==> src/rtl/aria_round_l1_if.sv <==
// Handshake and data bundle for the ARIA substitution layer.
// The block is start/done based: a start pulse is accepted only while idle, and l1_done pulses once when l1 is complete.
interface aria_round_l1_if;
  logic         l1_start;
  logic [127:0] l1_din;
  logic [127:0] l1_rk;
  logic         l1_opt_even;
  logic         l1_clr;
  logic [127:0] l1;
  logic         l1_busy;
  logic         l1_done;
  logic [1:0]   dbg_state;

  modport master (
    output l1_start, l1_din, l1_rk, l1_opt_even, l1_clr,
    input  l1, l1_busy, l1_done, dbg_state
  );

  modport slave (
    input  l1_start, l1_din, l1_rk, l1_opt_even, l1_clr,
    output l1, l1_busy, l1_done, dbg_state
  );
endinterface

==> src/rtl/aria_round_l1.sv <==
// ARIA substitution layer (SL1/SL2): key XOR, then 4 S-box lanes applied to one 32-bit word per clock.
// S-boxes are built from the GF(2^8) inverse plus affine maps, and each lane shares one inverter between forward and inverse use.
module aria_round_l1 (
  input  logic           clk,
  input  logic           rst,
  aria_round_l1_if.slave bus
);
  typedef enum logic [1:0] {IDLE = 2'd0, RUN = 2'd1, DONE = 2'd2} state_t;

  // Affine matrices as packed columns; byte j is the image of input bit j.
  localparam logic [63:0] A_COLS    = {8'h8F, 8'hC7, 8'hE3, 8'hF1, 8'hF8, 8'h7C, 8'h3E, 8'h1F};
  localparam logic [63:0] AINV_COLS = {8'h25, 8'h92, 8'h49, 8'hA4, 8'h52, 8'h29, 8'h94, 8'h4A};
  localparam logic [63:0] B_COLS    = {8'hEE, 8'h85, 8'h5F, 8'h5B, 8'hCF, 8'h12, 8'hC5, 8'hAC};
  localparam logic [63:0] BINV_COLS = {8'hEF, 8'h42, 8'h17, 8'hC7, 8'hC9, 8'h30, 8'hC3, 8'h9F};

  state_t       state, state_nxt;
  logic [1:0]   cnt;
  logic [127:0] d_q;
  logic         sl2_q;
  logic [127:0] l1_q;
  logic [31:0]  word;
  logic [31:0]  word_sub;

  function automatic logic [7:0] gf_mul(input logic [7:0] a, input logic [7:0] b);
    logic [7:0] p;
    logic [7:0] aa;
    p  = 8'h00;
    aa = a;
    for (int i = 0; i < 8; i++) begin
      if (b[i]) p = p ^ aa;
      aa = {aa[6:0], 1'b0} ^ (aa[7] ? 8'h1B : 8'h00);
    end
    return p;
  endfunction

  // x^254, which is the multiplicative inverse with 0 mapping to 0.
  function automatic logic [7:0] gf_inv(input logic [7:0] x);
    logic [7:0] r;
    logic [7:0] sq;
    r  = 8'h01;
    sq = x;
    for (int i = 1; i < 8; i++) begin
      sq = gf_mul(sq, sq);
      r  = gf_mul(r, sq);
    end
    return r;
  endfunction

  function automatic logic [7:0] gf_sq_n(input logic [7:0] x, input int n);
    logic [7:0] r;
    r = x;
    for (int i = 0; i < n; i++) r = gf_mul(r, r);
    return r;
  endfunction

  function automatic logic [7:0] mat_mul(input logic [63:0] cols, input logic [7:0] x);
    logic [7:0] r;
    r = 8'h00;
    for (int j = 0; j < 8; j++) begin
      if (x[j]) r = r ^ cols[8*j +: 8];
    end
    return r;
  endfunction

  // S1 / S1inv share one inverter: inverse = inv(Ainv*x ^ 05), forward = A*inv(x) ^ 63.
  function automatic logic [7:0] lane_s1(input logic [7:0] x, input logic inv);
    logic [7:0] g;
    g = gf_inv(inv ? (mat_mul(AINV_COLS, x) ^ 8'h05) : x);
    return inv ? g : (mat_mul(A_COLS, g) ^ 8'h63);
  endfunction

  // S2 = B*x^247 ^ E2 with x^247 = inv(x)^8; the inverse is (Binv*(y ^ E2))^223 = inv(.)^32.
  function automatic logic [7:0] lane_s2(input logic [7:0] x, input logic inv);
    logic [7:0] g;
    g = gf_inv(inv ? mat_mul(BINV_COLS, x ^ 8'hE2) : x);
    return inv ? gf_sq_n(g, 5) : (mat_mul(B_COLS, gf_sq_n(g, 3)) ^ 8'hE2);
  endfunction

  // cnt=0 selects the most significant word; {~cnt, 5'b0} is its bit offset.
  assign word     = d_q[{~cnt, 5'b00000} +: 32];
  assign word_sub = {lane_s1(word[31:24], sl2_q),
                     lane_s2(word[23:16], sl2_q),
                     lane_s1(word[15:8],  ~sl2_q),
                     lane_s2(word[7:0],   ~sl2_q)};

  always_comb begin
    state_nxt = state;
    case (state)
      IDLE:    if (bus.l1_start) state_nxt = RUN;
      RUN:     if (cnt == 2'd3) state_nxt = DONE;
      DONE:    state_nxt = IDLE;
      default: state_nxt = IDLE;
    endcase
  end

  always_ff @(posedge clk) begin
    if (rst) begin
      state <= IDLE;
      cnt   <= 2'd0;
      d_q   <= '0;
      sl2_q <= 1'b0;
      l1_q  <= '0;
    end else if (bus.l1_clr) begin
      state <= IDLE;
      cnt   <= 2'd0;
      l1_q  <= '0;
    end else begin
      state <= state_nxt;
      case (state)
        IDLE: begin
          if (bus.l1_start) begin
            d_q   <= bus.l1_din ^ bus.l1_rk;
            sl2_q <= bus.l1_opt_even;
            cnt   <= 2'd0;
          end
        end
        RUN: begin
          l1_q[{~cnt, 5'b00000} +: 32] <= word_sub;
          cnt                          <= cnt + 2'd1;
        end
        default: ;
      endcase
    end
  end

  assign bus.l1        = l1_q;
  assign bus.l1_busy   = (state == RUN);
  assign bus.l1_done   = (state == DONE);
  assign bus.dbg_state = state;
endmodule
==> src/flat_wrapper.sv <==
// flat-port wrapper written by rule: the top's interface ports become plain ports
module aria_round_l1_flat 
  (clk, rst, bus_l1_start, bus_l1_din, bus_l1_rk, bus_l1_opt_even, bus_l1_clr, bus_l1, bus_l1_busy, bus_l1_done, bus_dbg_state);
  aria_round_l1_if bus_i ();
  input  logic clk;
  input  logic rst;
  input wire logic [$bits(bus_i.l1_start)-1:0] bus_l1_start;
  input wire logic [$bits(bus_i.l1_din)-1:0] bus_l1_din;
  input wire logic [$bits(bus_i.l1_rk)-1:0] bus_l1_rk;
  input wire logic [$bits(bus_i.l1_opt_even)-1:0] bus_l1_opt_even;
  input wire logic [$bits(bus_i.l1_clr)-1:0] bus_l1_clr;
  output wire logic [$bits(bus_i.l1)-1:0] bus_l1;
  output wire logic [$bits(bus_i.l1_busy)-1:0] bus_l1_busy;
  output wire logic [$bits(bus_i.l1_done)-1:0] bus_l1_done;
  output wire logic [$bits(bus_i.dbg_state)-1:0] bus_dbg_state;
  assign bus_i.l1_start = bus_l1_start;
  assign bus_i.l1_din = bus_l1_din;
  assign bus_i.l1_rk = bus_l1_rk;
  assign bus_i.l1_opt_even = bus_l1_opt_even;
  assign bus_i.l1_clr = bus_l1_clr;
  assign bus_l1 = bus_i.l1;
  assign bus_l1_busy = bus_i.l1_busy;
  assign bus_l1_done = bus_i.l1_done;
  assign bus_dbg_state = bus_i.dbg_state;
  aria_round_l1 u_core (.clk(clk), .rst(rst), .bus(bus_i));
endmodule
==> config.mk <==
export PLATFORM = sky130hd
export DESIGN_NAME = aria_round_l1_flat
export DESIGN_NICKNAME = d
export VERILOG_FILES = /design/src/rtl/aria_round_l1_if.sv /design/src/rtl/aria_round_l1.sv /design/src/flat_wrapper.sv
export SDC_FILE = /design/constraint.sdc
export NUM_CORES = 2
export LEC_CHECK = 0
export CAP_MARGIN = 5
export CORE_MARGIN = 2
export CORE_UTILIZATION = 30
export CTS_BUF_LIST = sky130_fd_sc_hd__clkbuf_16
export CTS_CLUSTER_SIZE = 14
export DETAILED_ROUTE_END_ITERATION = 8
export SLEW_MARGIN = 0
export SYNTH_ARGS = -nofsm -noshare
export SYNTH_HDL_FRONTEND = slang
export SYNTH_SLANG_ARGS = --single-unit
==> constraint.sdc <==
create_clock -name clk -period 44.1 [get_ports clk]
set_clock_uncertainty 0.1 [all_clocks]
set_input_delay 11.025 -clock clk [delete_from_list [all_inputs] [get_ports clk]]
set_output_delay 11.025 -clock clk [all_outputs]
set_load 0.02 [all_outputs]
==> flow_summary.json <==
{
  "route.met2.wl_um": 102000,
  "rsz0062_at_grt": "false",
  "maxSlewHeadroom_pct": 17.0,
  "path_max_fanout": 32,
  "cts_tree": "done",
  "root_buffer": "clkbuf_16",
  "synthesis.nets": 8903,
  "fin_ws_ns": 16.06,
  "drt_iter0_drc": 5026,
  "period_share_pct": 63.6,
  "finalSetupTns_ns": 0,
  "ioPinCount": 393,
  "syn_area_per_cell_um2": 7.63,
  "gp_congestion": 0.949,
  "hold_viol_final": 0,
  "endpoint": "u_core.bus.l1[101]",
  "netlist.area_leader.share_pct": 27.7,
  "synth_cells": 8596,
  "antenna_found_initial": 18,
  "yosysWarnings": 0,
  "r2r.worst_path.cells": 81,
  "clkSinkCount": 261,
  "worst_pin_slew_ns": 1.24,
  "placed_cell_area_um2": 72800,
  "holdCritStartpoint": "u_core.bus.l1[20]",
  "viasPerCell": 5.17,
  "worstPathRequired_ns": 44.44,
  "status": "complete, no violations",
  "fmax_ghz": 0.0357,
  "yosysMostFrequentCell": "xnor2_1",
  "place_ws_ns": 16.35,
  "grt_max_degree": 109,
  "finalNetCount": 9055,
  "min_period_ns": 28.04,
  "cts.clk_slew.worst_paths_ns": 0.06,
  "reg2reg_slack_ns": 16.06,
  "die_width_um": 472,
  "clk_latency_ns": 0.59,
  "fin_area_um2": 73800,
  "core_um2": 217000,
  "max_cap_violations": 0,
  "post_cts_resized": 0,
  "critPathKind": "reg -> reg",
  "syn_to_final_growth_pct": 12.4,
  "die_area_um2": 223000,
  "synth_seq_area_share_pct": 7.96,
  "drive_above_1_share_pct": 7.18,
  "hp-class": "reg -> reg",
  "async_reset_ff_share_pct": 0,
  "yosys.area.top_type": "xnor2_1",
  "hpwl_um": 165000,
  "netlist_area_um2": 65600,
  "start_util_pct": 30.2,
  "crit-reg2reg-capture": "u_core.bus.l1[101]",
  "cts_buffers": 28,
  "htreeDepth": 1,
  "vias": 60100,
  "wire_per_inst_um": 18.5,
  "slew_violations": 0,
  "grt_pass1_wl_um": 337000,
  "ys_top_cells_by_area": "xnor2_1, nor2_1, dfxtp_1",
  "io_buffer_count": 392,
  "cpPeakStageDelay_ns": 0.93,
  "drc": 0,
  "hold_slack_ns": 0.357,
  "synth-edff-count": 0,
  "cts_setup_buffers": 0,
  "grt_pass1_vias": 57500,
  "cp-start-kind": "register",
  "wl_met1_um": 97200,
  "ant_nets": 0,
  "num_rows": 171,
  "postRouteWirelength_um": 216000,
  "ys.flop_type": "dfxtp_1",
  "first_pass_iters": 6,
  "grt_use_total_pct": 18.5,
  "finalSetupViolCount": 0,
  "synth_common_cells": "xnor2_1, nor2_1, nand2_1",
  "cp_slowest_cell": "xor2_1",
  "ys_seq_elements": 261,
  "cp-end-kind": "register",
  "rr_startpoint": "u_core.cnt[0]",
  "ctsHoldBuffers": 0,
  "crit_start": "u_core.cnt[0]",
  "wl_met3_um": 9890,
  "top_layer": "met5",
  "die_y_um": 472,
  "clockBufferDepth": 3,
  "grt_overflow_total": 0,
  "arrival_ns": 28.39,
  "yosys.cell_types.count": 129
}
## worst min path at each step
stage                        end  slack (ns)  cells past startpoint
2_1_floorplan     u_core.d_q[32]        0.38                      2
3_3_place_gp   u_core.bus.l1[20]        0.34                      2
3_5_place_dp   u_core.bus.l1[20]        0.35                      2
4_1_cts        u_core.bus.l1[20]        0.36                      2
5_1_grt        u_core.bus.l1[20]        0.38                      2
6_report       u_core.bus.l1[20]        0.36                      2
## cells by family after synthesis
group	count (synthesis)	share of synthesized area [%]
fa+ha+maj	47	0.892
compound gates	1483	15.2
xor+xnor	3008	47.8
simple gates	2864	18.6
mux	280	5.01
flops	261	7.96
buf+inv	653	4.42
## registers in the layout, indices dropped and copies added, names as in the netlist
| name | count |
|---|---|
| u_core.bus.dbg_state | 2 |
| u_core.cnt | 2 |
| u_core.bus.l1 | 128 |
| u_core.d_q | 128 |
| u_core.sl2_q | 1 |
## worst max-delay path, delay by kind of cell, from the launching register on
| family | cells | cell delay, ns |
|---|---|---|
| muxes | 5 | 1.72 |
| adders and majority gates | 9 | 4.22 |
| buffers and inverters | 12 | 3.44 |
| xor gates and xnor gates | 35 | 14.65 |
| DFF | 1 | 0.42 |
| and+or+nand+nor | 13 | 1.66 |
| AOI/OAI and AO/OA | 7 | 1.56 |
## metal layers
metal  GRT usage [%]  vias to the layer above
met4            5.83                        4
li1                -                    29400
met2            31.1                     1679
met3            1.34                      204
met5               0                        -
met1            25.2                    28800
## placed cells by master, fill, tap and decap left out, drive strengths merged, types with 29 or more instances in the layout
cell           count
a211oi           177
a21oi            341
a221oi            43
a22oi            141
a31oi             55
and2              48
buf              240
clkbuf            29
clkdlybuf4s50    391
clkinv            31
dfxtp            261
ha                46
inv              131
mux2              38
mux2i            209
mux4              33
nand2            780
nand2b            73
nand3            125
nor2            1437
nor2b             68
nor3             151
o211ai            38
o21ai            286
o22ai            100
or3               34
xnor2           2167
xnor3            244
xor2             558
xor3              39
## per-stage QoR
stage,util [%],instances
after floorplan,-,8596
after global placement,33.5,11600
after detailed placement,33.5,11600
after CTS,33.9,11600
after global routing,33.9,11600
final,33.9,11600
## area by class of cell
cell class / count / area [µm²]
Timing Repair Buffer: 631 / 5720
Tap cell: 2854 / 3570
Clock inverter: 23 / 233
Clock buffer: 29 / 726
Fill cell: 22700 / 144000
Multi-Input combinational cell: 7682 / 57700
Antenna cell: 9 / 22.5
Inverter: 144 / 543
Sequential cell: 261 / 5230
Power is not shown: default switching activity piles up to over one toggle a cycle in this logic, so the estimate is an artifact.
